==> src/rtl/ttt_turn_controller.sv <==
// Turn sequencer between the X and O request ports and the tic-tac-toe board.
// Alternates turns, validates cells, strobes moves, detects win/draw and turn timeouts.
module ttt_turn_controller #(
  parameter int PLAY_HOLD     = 2,
  parameter int SETTLE_CYCLES = 2,
  parameter int TURN_TIMEOUT  = 200,
  parameter int CNT_W         = 8
) (
  input  logic       clk,
  input  logic       rst,
  input  logic       start,
  input  logic       reqX,
  input  logic [3:0] posX,
  input  logic       reqO,
  input  logic [3:0] posO,
  input  logic [8:0] board_occ,
  input  logic [1:0] win_in,
  output logic       ackX,
  output logic       ackO,
  output logic       nackX,
  output logic       nackO,
  output logic       board_rst,
  output logic       play,
  output logic [3:0] pos_playX,
  output logic [3:0] pos_play0,
  output logic [1:0] turn,
  output logic [3:0] move_cnt,
  output logic       timeout,
  output logic       game_over,
  output logic [1:0] result
);

  typedef enum logic [2:0] {
    IDLE,
    WAIT_X,
    WAIT_O,
    ISSUE,
    SETTLE,
    DONE
  } state_t;

  localparam logic [CNT_W-1:0] HOLD_LAST    = CNT_W'(PLAY_HOLD - 1);
  localparam logic [CNT_W-1:0] SETTLE_LAST  = CNT_W'(SETTLE_CYCLES - 1);
  localparam logic [CNT_W-1:0] TIMEOUT_LAST = CNT_W'(TURN_TIMEOUT - 1);

  localparam logic [1:0] TURN_NONE = 2'b00;
  localparam logic [1:0] TURN_X    = 2'b01;
  localparam logic [1:0] TURN_O    = 2'b10;

  state_t           state_q, state_d;
  logic [CNT_W-1:0] cnt_q, cnt_d;
  logic [1:0]       turn_q, turn_d;
  logic [3:0]       moveCnt_q, moveCnt_d;
  logic [1:0]       result_q, result_d;
  logic [3:0]       posPlayX_q, posPlayX_d;
  logic [3:0]       posPlayO_q, posPlayO_d;
  logic             ackX_q, ackX_d;
  logic             ackO_q, ackO_d;
  logic             nackX_q, nackX_d;
  logic             nackO_q, nackO_d;
  logic             timeout_q, timeout_d;
  logic             boardRst_q, boardRst_d;

  logic validX, validO, expired;

  // The occupancy mask is widened so any 4-bit cell index selects a real bit.
  function automatic logic cellFree(input logic [3:0] pos, input logic [8:0] occ);
    logic [15:0] occExt;
    occExt = {7'd0, occ};
    return (pos >= 4'd1) && (pos <= 4'd9) && !occExt[pos - 4'd1];
  endfunction

  assign validX  = reqX && cellFree(posX, board_occ);
  assign validO  = reqO && cellFree(posO, board_occ);
  assign expired = (cnt_q == TIMEOUT_LAST);

  always_comb begin
    state_d    = state_q;
    cnt_d      = cnt_q;
    turn_d     = turn_q;
    moveCnt_d  = moveCnt_q;
    result_d   = result_q;
    posPlayX_d = posPlayX_q;
    posPlayO_d = posPlayO_q;
    ackX_d     = 1'b0;
    ackO_d     = 1'b0;
    nackX_d    = 1'b0;
    nackO_d    = 1'b0;
    timeout_d  = 1'b0;
    boardRst_d = 1'b0;

    unique case (state_q)
      IDLE, DONE: begin
        if (state_q == IDLE) begin
          boardRst_d = 1'b1;
        end
        if (start) begin
          state_d    = WAIT_X;
          cnt_d      = '0;
          turn_d     = TURN_X;
          moveCnt_d  = 4'd0;
          result_d   = 2'b00;
          boardRst_d = 1'b1;
        end
      end

      WAIT_X: begin
        cnt_d   = cnt_q + 1'b1;
        nackO_d = reqO;
        if (validX) begin
          state_d    = ISSUE;
          cnt_d      = '0;
          ackX_d     = 1'b1;
          posPlayX_d = posX;
          moveCnt_d  = moveCnt_q + 4'd1;
        end else begin
          nackX_d = reqX;
          if (expired) begin
            state_d   = WAIT_O;
            cnt_d     = '0;
            turn_d    = TURN_O;
            timeout_d = 1'b1;
          end
        end
      end

      WAIT_O: begin
        cnt_d   = cnt_q + 1'b1;
        nackX_d = reqX;
        if (validO) begin
          state_d    = ISSUE;
          cnt_d      = '0;
          ackO_d     = 1'b1;
          posPlayO_d = posO;
          moveCnt_d  = moveCnt_q + 4'd1;
        end else begin
          nackO_d = reqO;
          if (expired) begin
            state_d   = WAIT_X;
            cnt_d     = '0;
            turn_d    = TURN_X;
            timeout_d = 1'b1;
          end
        end
      end

      ISSUE: begin
        if (cnt_q == HOLD_LAST) begin
          state_d = SETTLE;
          cnt_d   = '0;
        end else begin
          cnt_d = cnt_q + 1'b1;
        end
      end

      SETTLE: begin
        if (cnt_q == SETTLE_LAST) begin
          cnt_d = '0;
          if (win_in != 2'b00) begin
            state_d  = DONE;
            result_d = win_in;
            turn_d   = TURN_NONE;
          end else if (moveCnt_q == 4'd9) begin
            state_d  = DONE;
            result_d = 2'b11;
            turn_d   = TURN_NONE;
          end else if (turn_q == TURN_X) begin
            state_d = WAIT_O;
            turn_d  = TURN_O;
          end else begin
            state_d = WAIT_X;
            turn_d  = TURN_X;
          end
        end else begin
          cnt_d = cnt_q + 1'b1;
        end
      end

      default: begin
        state_d = IDLE;
      end
    endcase
  end

  always_ff @(posedge clk) begin
    if (rst) begin
      state_q    <= IDLE;
      cnt_q      <= '0;
      turn_q     <= TURN_NONE;
      moveCnt_q  <= 4'd0;
      result_q   <= 2'b00;
      posPlayX_q <= 4'd0;
      posPlayO_q <= 4'd0;
      ackX_q     <= 1'b0;
      ackO_q     <= 1'b0;
      nackX_q    <= 1'b0;
      nackO_q    <= 1'b0;
      timeout_q  <= 1'b0;
      boardRst_q <= 1'b1;
    end else begin
      state_q    <= state_d;
      cnt_q      <= cnt_d;
      turn_q     <= turn_d;
      moveCnt_q  <= moveCnt_d;
      result_q   <= result_d;
      posPlayX_q <= posPlayX_d;
      posPlayO_q <= posPlayO_d;
      ackX_q     <= ackX_d;
      ackO_q     <= ackO_d;
      nackX_q    <= nackX_d;
      nackO_q    <= nackO_d;
      timeout_q  <= timeout_d;
      boardRst_q <= boardRst_d;
    end
  end

  // play spans the whole ISSUE stay, which begins in the ack cycle.
  assign play      = (state_q == ISSUE);
  assign game_over = (state_q == DONE);
  assign ackX      = ackX_q;
  assign ackO      = ackO_q;
  assign nackX     = nackX_q;
  assign nackO     = nackO_q;
  assign timeout   = timeout_q;
  assign board_rst = boardRst_q;
  assign pos_playX = posPlayX_q;
  assign pos_play0 = posPlayO_q;
  assign turn      = turn_q;
  assign move_cnt  = moveCnt_q;
  assign result    = result_q;

endmodule

==> config.mk <==
export PLATFORM = sky130hd
export DESIGN_NAME = ttt_turn_controller
export DESIGN_NICKNAME = d
export VERILOG_FILES = /design/src/rtl/ttt_turn_controller.sv
export SDC_FILE = /design/constraint.sdc
export NUM_CORES = 1
export LEC_CHECK = 0
export ABC_AREA = 0
export BUFFER_PORTS_ARGS = -buffer_cell sky130_fd_sc_hd__buf_2
export CAP_MARGIN = 10
export CORE_MARGIN = 2
export CORE_UTILIZATION = 35
export CTS_CLUSTER_SIZE = 10
export DETAILED_ROUTE_END_ITERATION = 10
export GPL_ROUTABILITY_DRIVEN = 0
export GPL_TIMING_DRIVEN = 0
export PLACE_DENSITY = 0.66
export SETUP_SLACK_MARGIN = 0.02
export SLEW_MARGIN = 10
export SYNTH_ARGS = -nofsm -noshare
export SYNTH_HDL_FRONTEND = slang
export SYNTH_SLANG_ARGS = --single-unit
==> constraint.sdc <==
create_clock -name clk -period 2.9 [get_ports clk]
set_clock_uncertainty 0.1 [all_clocks]
set_input_delay 0 -clock clk [delete_from_list [all_inputs] [get_ports clk]]
set_output_delay 0 -clock clk [all_outputs]
set_load 0.01 [all_outputs]
==> impl_results.md <==
- Outcome: completed
- Reg power frac: 33.6%
- Area delta synth->final: 24.3%
- Post-synthesis cell area: 0.00210 mm²
- Post-layout nets: 358
- Initial core utilization: 35.9%
- Mean post-synth cell area: 7.93 µm²
- Logic pwr share: 43.5%
- Syn Inst Count: 265
- Synth top area cells: dfxtp_1 (31%), nor2_1 (6.1%), ha_1 (4.8%)
- Post-synth top cells: nor2_1 (34), dfxtp_1 (33), nand2_1 (23)
- Most area-hungry cell type in the Yosys netlist: dfxtp_1
- DRT antenna net count: 0
- Tightest Hold Check Type: primary input to register
- RSZ-0062 raised after global routing: no
- Yosys cell types: 49
- Initial antenna violation count: 0
- Final Cycle Share: 89.1%
- TritonRoute pass-1 iters: 4
- Pleak: 1.19 nW
- Min cycle time layout: 2590 ps
- Sw Share: 39.0%
- IO Pins: 48
- P_int: 1.03 mW
- Wire per inst: 13.6 µm
- Hold path depth: 5
- Total number of vias: 2153
- Clock latency on the worst-skew pair: 290 ps
- Hold Fails Final Rpt: 0
- Filler cells: 603
- Ys async rst share: 0%
- Sequential area share after synthesis: 31.4%
- Share of post-route cells with drive strength above 1: 19.3%
- F_max: 387 MHz
- Syn nets: 297
- Routed vias/inst: 5.36
- PortBufs: 46
- Crit. End Element: register
- Crit path required time: 3020 ps
- Reg2Reg Depth: 8
- WL final: 5.46 mm
- Chip height: 81.5 µm
- Core Area: 0.00585 mm²
- Root Driver: clkbuf_8
- P per Cell Area: 643 mW/mm²
- Tot GR Track Use: 17.9%
- Clock Sink Count: 33
- Tightest Pin Transition: 587 ps
- CTS max path bufs: 2
- Top-count cell post-synth: nor2_1
- # setup viols final: 0
- Final setup TNS: 0 ps
- Clk slew on worst S/H paths: 70 ps
- Largest vdd supply drop: 0.457 mV
- Overflow after GRT: 0
- CP max FO: 5
- Antenna cell count: 0
- CTS tree: yes
- Net Sw Power: 0.655 mW
- WP data arrival: 2700 ps
- CTS Buf Count: 5
- Register area: 661 µm²
- Clk network pwr share: 22.9%
- Max-slew violations: 0
- H-tree levels: 2
- Vias in the first global route: 2104
- Pin count of the biggest net entering global routing: 11
- Initial drt markers: 85
- First-pass GRT wire length: 9.34 mm
- Die area: 0.00664 mm²
- Synth Register Bits: 33
- HPWL after DPL: 4.15 mm
- Critical path class: register to register
- DRC: 0
- YS warnings: 0
- Number of synthesized flops with an enable pin: 0
- Site Rows: 28
- Max-cap violations: 0
- Worst setup SP type: register
- WHS: 29.9 ps
- Die W: 81.5 µm
- Area of the multi-input gates: 0.00136 mm²
- Yosys top cell area share: 31.4%
- Post-synth top flop: dfxtp_1
- Slew HR: 60.9%
[metal layers]
metal / vias to the layer above / share of wire, % / track usage (%)
li1: 1093 / - / -
met2: 48 / 49 / 30.6
met5: - / 0 / 0
met1: 1007 / 46 / 23.0
met4: 0 / 0.77 / 4.92
met3: 5 / 4.4 / 3.30
[state kept, by name, indices dropped and copies added, names as in the netlist, 2 cells and up]
register / count
cnt_q: 8
move_cnt: 4
pos_play0: 4
pos_playX: 4
result: 2
state_q: 3
turn: 2
[cell families (layout without fill, tap and decap cells)]
family	after synthesis	count (layout)	synth area share [%]
mux	14	14	8.51
flops	33	33	31.4
compound gates	64	64	21.0
buf+inv	24	86	4.40
simple gates	115	115	27.0
xor+xnor	7	7	2.92
fa+ha+maj	8	8	4.76
[power by group through the flow]
stage                     Clock, mW  Combinational [mW]  Sequential (mW)
after CTS                     0.398               0.724            0.564
after global placement            0               0.700            0.571
final                         0.385               0.731            0.565
after floorplan                   0               0.511            0.582
after detailed placement          0               0.710            0.572
after global routing          0.416               0.814            0.574
[final timing paths]
path             start      endpoint  slack (ps)
min reg2reg  result[0]     result[0]         360
max           cnt_q[0]     result[1]         310
min            posO[1]  pos_play0[1]          30
max reg2reg   cnt_q[0]     result[1]         310
[cell usage in the layout, fill, tap and decap left out, drive strengths merged, types with 4 or more instances in the layout]
master / n
buf: 49
nor2: 34
dfxtp: 33
nand2: 24
a21oi: 17
nand3: 16
clkbuf: 15
inv: 13
nor3: 11
mux2i: 10
o21ai: 10
ha: 8
dlygate4sd3: 8
and3: 6
o31ai: 6
a31oi: 5
nor3b: 5
nor2b: 4
xnor2: 4
[per-stage QoR]
step | total power, mW | util [%] | instances | worst slack, ps | area [µm²]
global route | 1.80 | 44.7 | 402 | 121 | 2610
CTS | 1.69 | 44.6 | 402 | 212 | 2610
detailed placement | 1.28 | 41.5 | 386 | 407 | 2430
global placement | 1.27 | 41.5 | 386 | 471 | 2430
finish | 1.68 | 44.7 | 402 | 315 | 2610
floorplan | 1.09 | - | 265 | 862 | 2100
[layout make-up]
class,count,area share (%)
Multi-Input combinational cell,208,51.8
Sequential cell,33,25.3
Timing Repair Buffer,54,11.9
Clock buffer,7,3.69
Tap cell,75,3.59
Inverter,13,1.87
Buffer,11,1.68
Clock inverter,1,0.191
[what timing repair did]
| item | CTS | global route |
|---|---|---|
| setup endpoints to repair | 0 | 1 |
| hold buffers | 8 | 0 |
| hold endpoints to repair | 7 | 0 |
| gates resized for setup | 0 | 1 |
| setup buffers | 0 | 0 |
[critical path, stage by stage, from the launching register on]
cell and delay [ps]:
dfxtp_1 400, ha_1 180, nor4b_2 290, nand3_1 190
o21ai_0 270, nand2_1 140, a211o_1 240, dlygate4sd3_1 560
a21oi_1 140
Note: power is estimated with default switching activity, not from simulation.
